**src/rtl/irq_scheduler.sv**
```systemverilog
// Raster interrupt scheduler: counts HSYNC ends, raises INT_n every
// INT_PERIOD lines and resynchronises to the frame after VSYNC.
module irq_scheduler #(
  parameter int CNT_W      = 6,
  parameter int INT_PERIOD = 52,
  parameter int VS_DELAY   = 2,
  parameter int VS_THRESH  = 32
) (
  input  logic             CLK_n,
  input  logic             RESET_n,
  input  logic             HSYNC,
  input  logic             VSYNC,
  input  logic             M1_n,
  input  logic             IORQ_n,
  input  logic             IRQ_RESET,
  output logic             INT_n,
  output logic [CNT_W-1:0] LINE_CNT
);

  localparam int DW = (VS_DELAY > 1) ? $clog2(VS_DELAY + 1) : 1;
  localparam logic [CNT_W-1:0] PERIOD = CNT_W'(INT_PERIOD);
  localparam logic [CNT_W-1:0] THRESH = CNT_W'(VS_THRESH);
  localparam logic [DW-1:0]    DELAY  = DW'(VS_DELAY);

  typedef enum logic [1:0] {
    VS_IDLE,
    VS_ARM,
    VS_WAIT
  } vs_state_t;

  vs_state_t        state, state_nxt;
  logic [DW-1:0]    dly, dly_nxt;
  logic             hs_q, vs_q, ack_q;
  logic             hs_end, vs_rise, ack;
  logic             resync;
  logic [CNT_W-1:0] cnt_nxt;
  logic             irq_nxt;

  assign hs_end  = hs_q & ~HSYNC;
  assign vs_rise = ~vs_q & VSYNC;
  assign ack     = ~M1_n & ~IORQ_n & ~ack_q;

  always_comb begin
    state_nxt = state;
    dly_nxt   = dly;
    resync    = 1'b0;
    unique case (state)
      VS_IDLE: begin
        if (vs_rise) begin
          state_nxt = VS_ARM;
          dly_nxt   = '0;
        end
      end
      VS_ARM: begin
        if (hs_end) begin
          dly_nxt = dly + 1'b1;
          if (dly_nxt == DELAY) begin
            resync    = 1'b1;
            state_nxt = VS_WAIT;
          end
        end
      end
      VS_WAIT: begin
        if (!VSYNC) state_nxt = VS_IDLE;
      end
      default: state_nxt = VS_IDLE;
    endcase
  end

  // A resync coinciding with IRQ_RESET is swallowed by the reset branch.
  always_comb begin
    cnt_nxt = LINE_CNT;
    irq_nxt = ~INT_n;
    if (IRQ_RESET) begin
      cnt_nxt = '0;
      irq_nxt = 1'b0;
    end else begin
      if (ack && irq_nxt) begin
        irq_nxt              = 1'b0;
        cnt_nxt[CNT_W-1]     = 1'b0;
      end
      if (hs_end) begin
        if (resync) begin
          if (cnt_nxt >= THRESH) irq_nxt = 1'b1;
          cnt_nxt = '0;
        end else begin
          cnt_nxt = cnt_nxt + 1'b1;
          if (cnt_nxt == PERIOD) begin
            cnt_nxt = '0;
            irq_nxt = 1'b1;
          end
        end
      end
    end
  end

  always_ff @(posedge CLK_n or negedge RESET_n) begin
    if (!RESET_n) begin
      hs_q     <= 1'b0;
      vs_q     <= 1'b0;
      ack_q    <= 1'b0;
      state    <= VS_IDLE;
      dly      <= '0;
      INT_n    <= 1'b1;
      LINE_CNT <= '0;
    end else begin
      hs_q     <= HSYNC;
      vs_q     <= VSYNC;
      ack_q    <= ~M1_n & ~IORQ_n;
      state    <= state_nxt;
      dly      <= dly_nxt;
      INT_n    <= ~irq_nxt;
      LINE_CNT <= cnt_nxt;
    end
  end

endmodule

```
**config.mk**
```make
export PLATFORM = sky130hd
export DESIGN_NAME = irq_scheduler
export DESIGN_NICKNAME = d
export VERILOG_FILES = /design/src/rtl/irq_scheduler.sv
export SDC_FILE = /design/constraint.sdc
export NUM_CORES = 1
export LEC_CHECK = 0
export CORE_ASPECT_RATIO = 0.9
export CORE_MARGIN = 2
export CORE_UTILIZATION = 49
export CTS_CLUSTER_SIZE = 8
export DETAILED_ROUTE_END_ITERATION = 7
export PLACE_DENSITY = 0.73
export SYNTH_ARGS = -nofsm -noshare
export SYNTH_HDL_FRONTEND = slang
export SYNTH_SLANG_ARGS = --single-unit
```
**constraint.sdc**
```tcl
create_clock -name CLK_n -period 1.6 [get_ports CLK_n]
set_input_delay 0.16 -clock CLK_n [delete_from_list [all_inputs] [get_ports CLK_n]]
set_output_delay 0.16 -clock CLK_n [all_outputs]
set_load 0.005 [all_outputs]
```
==> impl_metrics.csv <==
group,metric,value,unit
global_routing,overflow,0,
global_routing,grt_start_max_net_pins,15,
floorplanning,core_region_area,0.00142,mm^2
power_and_ir_drop,power_density,938,mW/mm^2
detailed_routing,via_per_inst,5.27,
global_routing,grt_antenna_before_repair,0,
timing,fmax,0.671,GHz
timing,finalCriticalPeriod,1.49,ns
synthesis,ys.warnings.count,0,
placed_design,dp_hpwl,1.08,mm
critical_path,slowest_stage,"dfrtp_1",
placed_design,io_buffers,13,
power_and_ir_drop,seqPwrFrac,51.9,%
synthesis,synth-seq-cells,14,
timing,fin_skew,0.0105,ns
critical_path,crit_type,"reg2reg",
power_and_ir_drop,vdd.ir_drop.worst,0.711,mV
power_and_ir_drop,p_clk_share,23.1,%
timing,fin_crit_sh,93.2,%
global_routing,grt_pass1_wl,2.28,mm
placed_design,routabilityCongestion,0.741,
timing,finalSetupViolCount,0,
detailed_routing,drt_iter0_markers,16,
timing,relSlewSlack,74.3,%
cells_and_area,fin_nets,106,
clock_network,numCtsBuffers,3,
critical_path,cp.arrival,1.68,ns
power_and_ir_drop,netSwitchingFraction,30.6,%
cells_and_area,finalInstanceArea,942,um^2
detailed_routing,wire_per_inst,12.8,um
power_and_ir_drop,leakage,0.383,nW
floorplanning,num_rows,13,
global_routing,first_global_vias,515,
timing,hold_violations,0,
clock_network,clkTransAtPathRegs,0.09,ns
detailed_routing,vias,580,
job,cap_viol_max_count,0,
cells_and_area,syn2layout_area_growth,29.8,%
critical_path,cp_num_buf_inv,1,
critical_path,rr_startpoint,"dly[0]",
critical_path,end_kind,"flop",
clock_network,root_buffer,"clkbuf_4",
cells_and_area,instances_no_fill,110,
detailed_routing,finalWirelength,1.41,mm
clock_network,clockBufferDepth,2,
cells_and_area,antenna_cells,0,
worst_hold_path,hold_class,"in2async",
cells_and_area,regArea,352,um^2
floorplanning,fp.dieW,44.6,um
critical_path,max_stage_delay,0.42,ns
synthesis,syn_area,726,um^2
placed_design,dp.cells,105,
detailed_routing,drc,0,
timing,drv_slew,0,
synthesis,synth_nets,83,
placed_design,place_area,908,um^2
run_status,status,"completed",
floorplanning,die-area,0.00181,mm^2
cells_and_area,multi_input_area,348,um^2
critical_path,required,1.79,ns
critical_path,crit_family,"flip-flops",
detailed_routing,drtAntennaViolNets,0,
floorplanning,num_io_pins,14,
floorplanning,die_h,40.5,um
critical_path,crit_fanout,4,
synthesis,synthCells,73,
clock_network,hold_buffers,0,
detailed_routing,drt_pass1_iterations,4,
synthesis,yosysUniqueCellTypes,28,
critical_path,path_cells,"ha_1 > a311oi_2 > buf_4 > a21oi_1 > mux2i_1",
critical_path,startpoint_type,"flop",
critical_path,worstSetupStartpoint,"dly[0]",
global_routing,track_usage,18.4,%
clock_network,cts_tree,"built",
clock_network,clock_latency,0.28,ns
timing,tightest_slew,0.382,ns
power_and_ir_drop,switching_power,0.000271,W
power_and_ir_drop,power_frac_comb,25.1,%
floorplanning,start_util,51.3,%
clock_network,htreeDepth,1,
synthesis,synth_area_per_cell,9.94,um^2
clock_network,cts.sinks,14,
cells_and_area,fill_cells,124,
timing,holdWs,0.176,ns
synthesis,yosysSeqAreaShare,48.4,%
cells_and_area,drive_gt1_share,16.8,%
power_and_ir_drop,p_int,0.000613,W
final cells by class:
type / count / share of cell area [%]
sequential: 14 / 37.3
clock buffer: 4 / 2.79
timing repair buffer: 19 / 18.6
inverter: 6 / 2.39
multi-input combinational: 52 / 36.9
tap: 15 / 1.99
worst paths after layout:
path / endpoint / slack, ns / depth (start not counted)
min in group CLK_n: vs_q / 0.36 / 1
setup reg to reg: LINE_CNT[3] / 0.11 / 5
hold / removal: dly[0] / 0.18 / 2
hold reg to reg: dly[1] / 0.52 / 1
setup / recovery: LINE_CNT[3] / 0.11 / 5
max in group asynchronous: INT_n / 1.18 / 2
layer usage:
layer | part of all wire (%) | up-vias | track usage [%]
met5 | 0 | - | 0
met4 | 0.99 | 0 | 11.4
met3 | 4.5 | 2 | 3.15
met2 | 42 | 12 | 26.4
met1 | 52 | 264 | 25.7
li1 | - | 302 | -
flip-flops by register name (all words and copies together) (netlist names):
| name | flops |
|---|---|
| INT_n | 1 |
| ack_q | 1 |
| state | 2 |
| LINE_CNT | 6 |
| vs_q | 1 |
| hs_q | 1 |
| dly | 2 |
what timing repair did:
| item | in CTS | in global routing |
|---|---|---|
| buffers inserted | 0 | 1 |
| gates resized for setup | 0 | 0 |
| setup endpoints to repair | 0 | 1 |
per-stage QoR:
step / util [%] / setup WS (ns) / setup TNS, ns / total power [W]
2_1_floorplan: - / 0.194 / 0 / 0.000590
3_3_place_gp: 64.2 / -0.0160 / -0.0160 / 0.000672
3_5_place_dp: 64.2 / -0.0488 / -0.0488 / 0.000680
4_1_cts: 66.0 / 0.0996 / 0 / 0.000891
5_1_grt: 66.6 / -0.00466 / -0.00466 / 0.000944
6_report: 66.6 / 0.109 / 0 / 0.000884
Yosys cell counts:
master | n | area (um^2)
a21oi_1 | 2 | 10.0
a22o_1 | 2 | 17.5
a311oi_2 | 1 | 15.0
a31oi_1 | 1 | 6.26
and3_1 | 1 | 6.26
and4bb_2 | 1 | 12.5
clkbuf_1 | 1 | 3.75
dfrtp_1 | 13 | 325
dfstp_2 | 1 | 26.3
ha_1 | 3 | 37.5
inv_1 | 6 | 22.5
mux2i_1 | 1 | 10.0
nand2_1 | 10 | 37.5
nand2_4 | 1 | 11.3
nand2b_1 | 2 | 12.5
nand3_1 | 5 | 25.0
nand3b_1 | 1 | 7.51
nor2_1 | 3 | 11.3
nor2b_1 | 2 | 12.5
o21a_1 | 1 | 7.51
o21ai_0 | 5 | 25.0
o21ai_1 | 2 | 10.0
o22ai_1 | 3 | 18.8
o32ai_2 | 1 | 16.3
or3b_2 | 1 | 8.76
or4_4 | 1 | 11.3
xnor2_1 | 1 | 8.76
xor2_1 | 1 | 8.76
placed cells by master, fill, tap and decap left out:
cell type / synthesis / layout
nand3_1: 5 / 5
o21ai_0: 5 / 5
dfstp_2: 1 / 1
and4bb_2: 1 / 1
buf_4: 0 / 6
a311oi_2: 1 / 1
a31oi_1: 1 / 1
o21ai_1: 2 / 2
xor2_1: 1 / 1
o32ai_2: 1 / 1
a21oi_1: 2 / 2
and3_1: 1 / 1
nand3b_1: 1 / 1
or3b_2: 1 / 1
or4_4: 1 / 1
nor2b_1: 2 / 2
clkdlybuf4s50_1: 0 / 13
dfrtp_1: 13 / 13
o21a_1: 1 / 1
nand2_4: 1 / 1
nand2b_1: 2 / 2
nand2_1: 10 / 10
ha_1: 3 / 3
clkbuf_4: 0 / 3
nor2_1: 3 / 3
mux2i_1: 1 / 1
o22ai_1: 3 / 3
clkbuf_1: 1 / 1
xnor2_1: 1 / 1
a22o_1: 2 / 2
inv_1: 6 / 6
power groups by stage:
stage,Clock (W),Combinational [W],Sequential (W)
after floorplan,0,0.000158,0.000432
after global placement,0,0.000209,0.000463
after detailed placement,0,0.000216,0.000464
after CTS,0.000217,0.000218,0.000456
after global routing,0.000228,0.000250,0.000466
final,0.000204,0.000222,0.000458
cells by family after synthesis:
logic type / Yosys count / share of synthesized area [%]
xor gates and xnor gates: 2 / 2.41
buffers and inverters: 7 / 3.62
muxes: 1 / 1.38
DFF: 14 / 48.4
AOI/OAI and AO/OA: 18 / 17.4
and+or+nand+nor: 28 / 21.6
adders and majority gates: 3 / 5.17
Note: power is estimated with default switching activity, not from simulation.
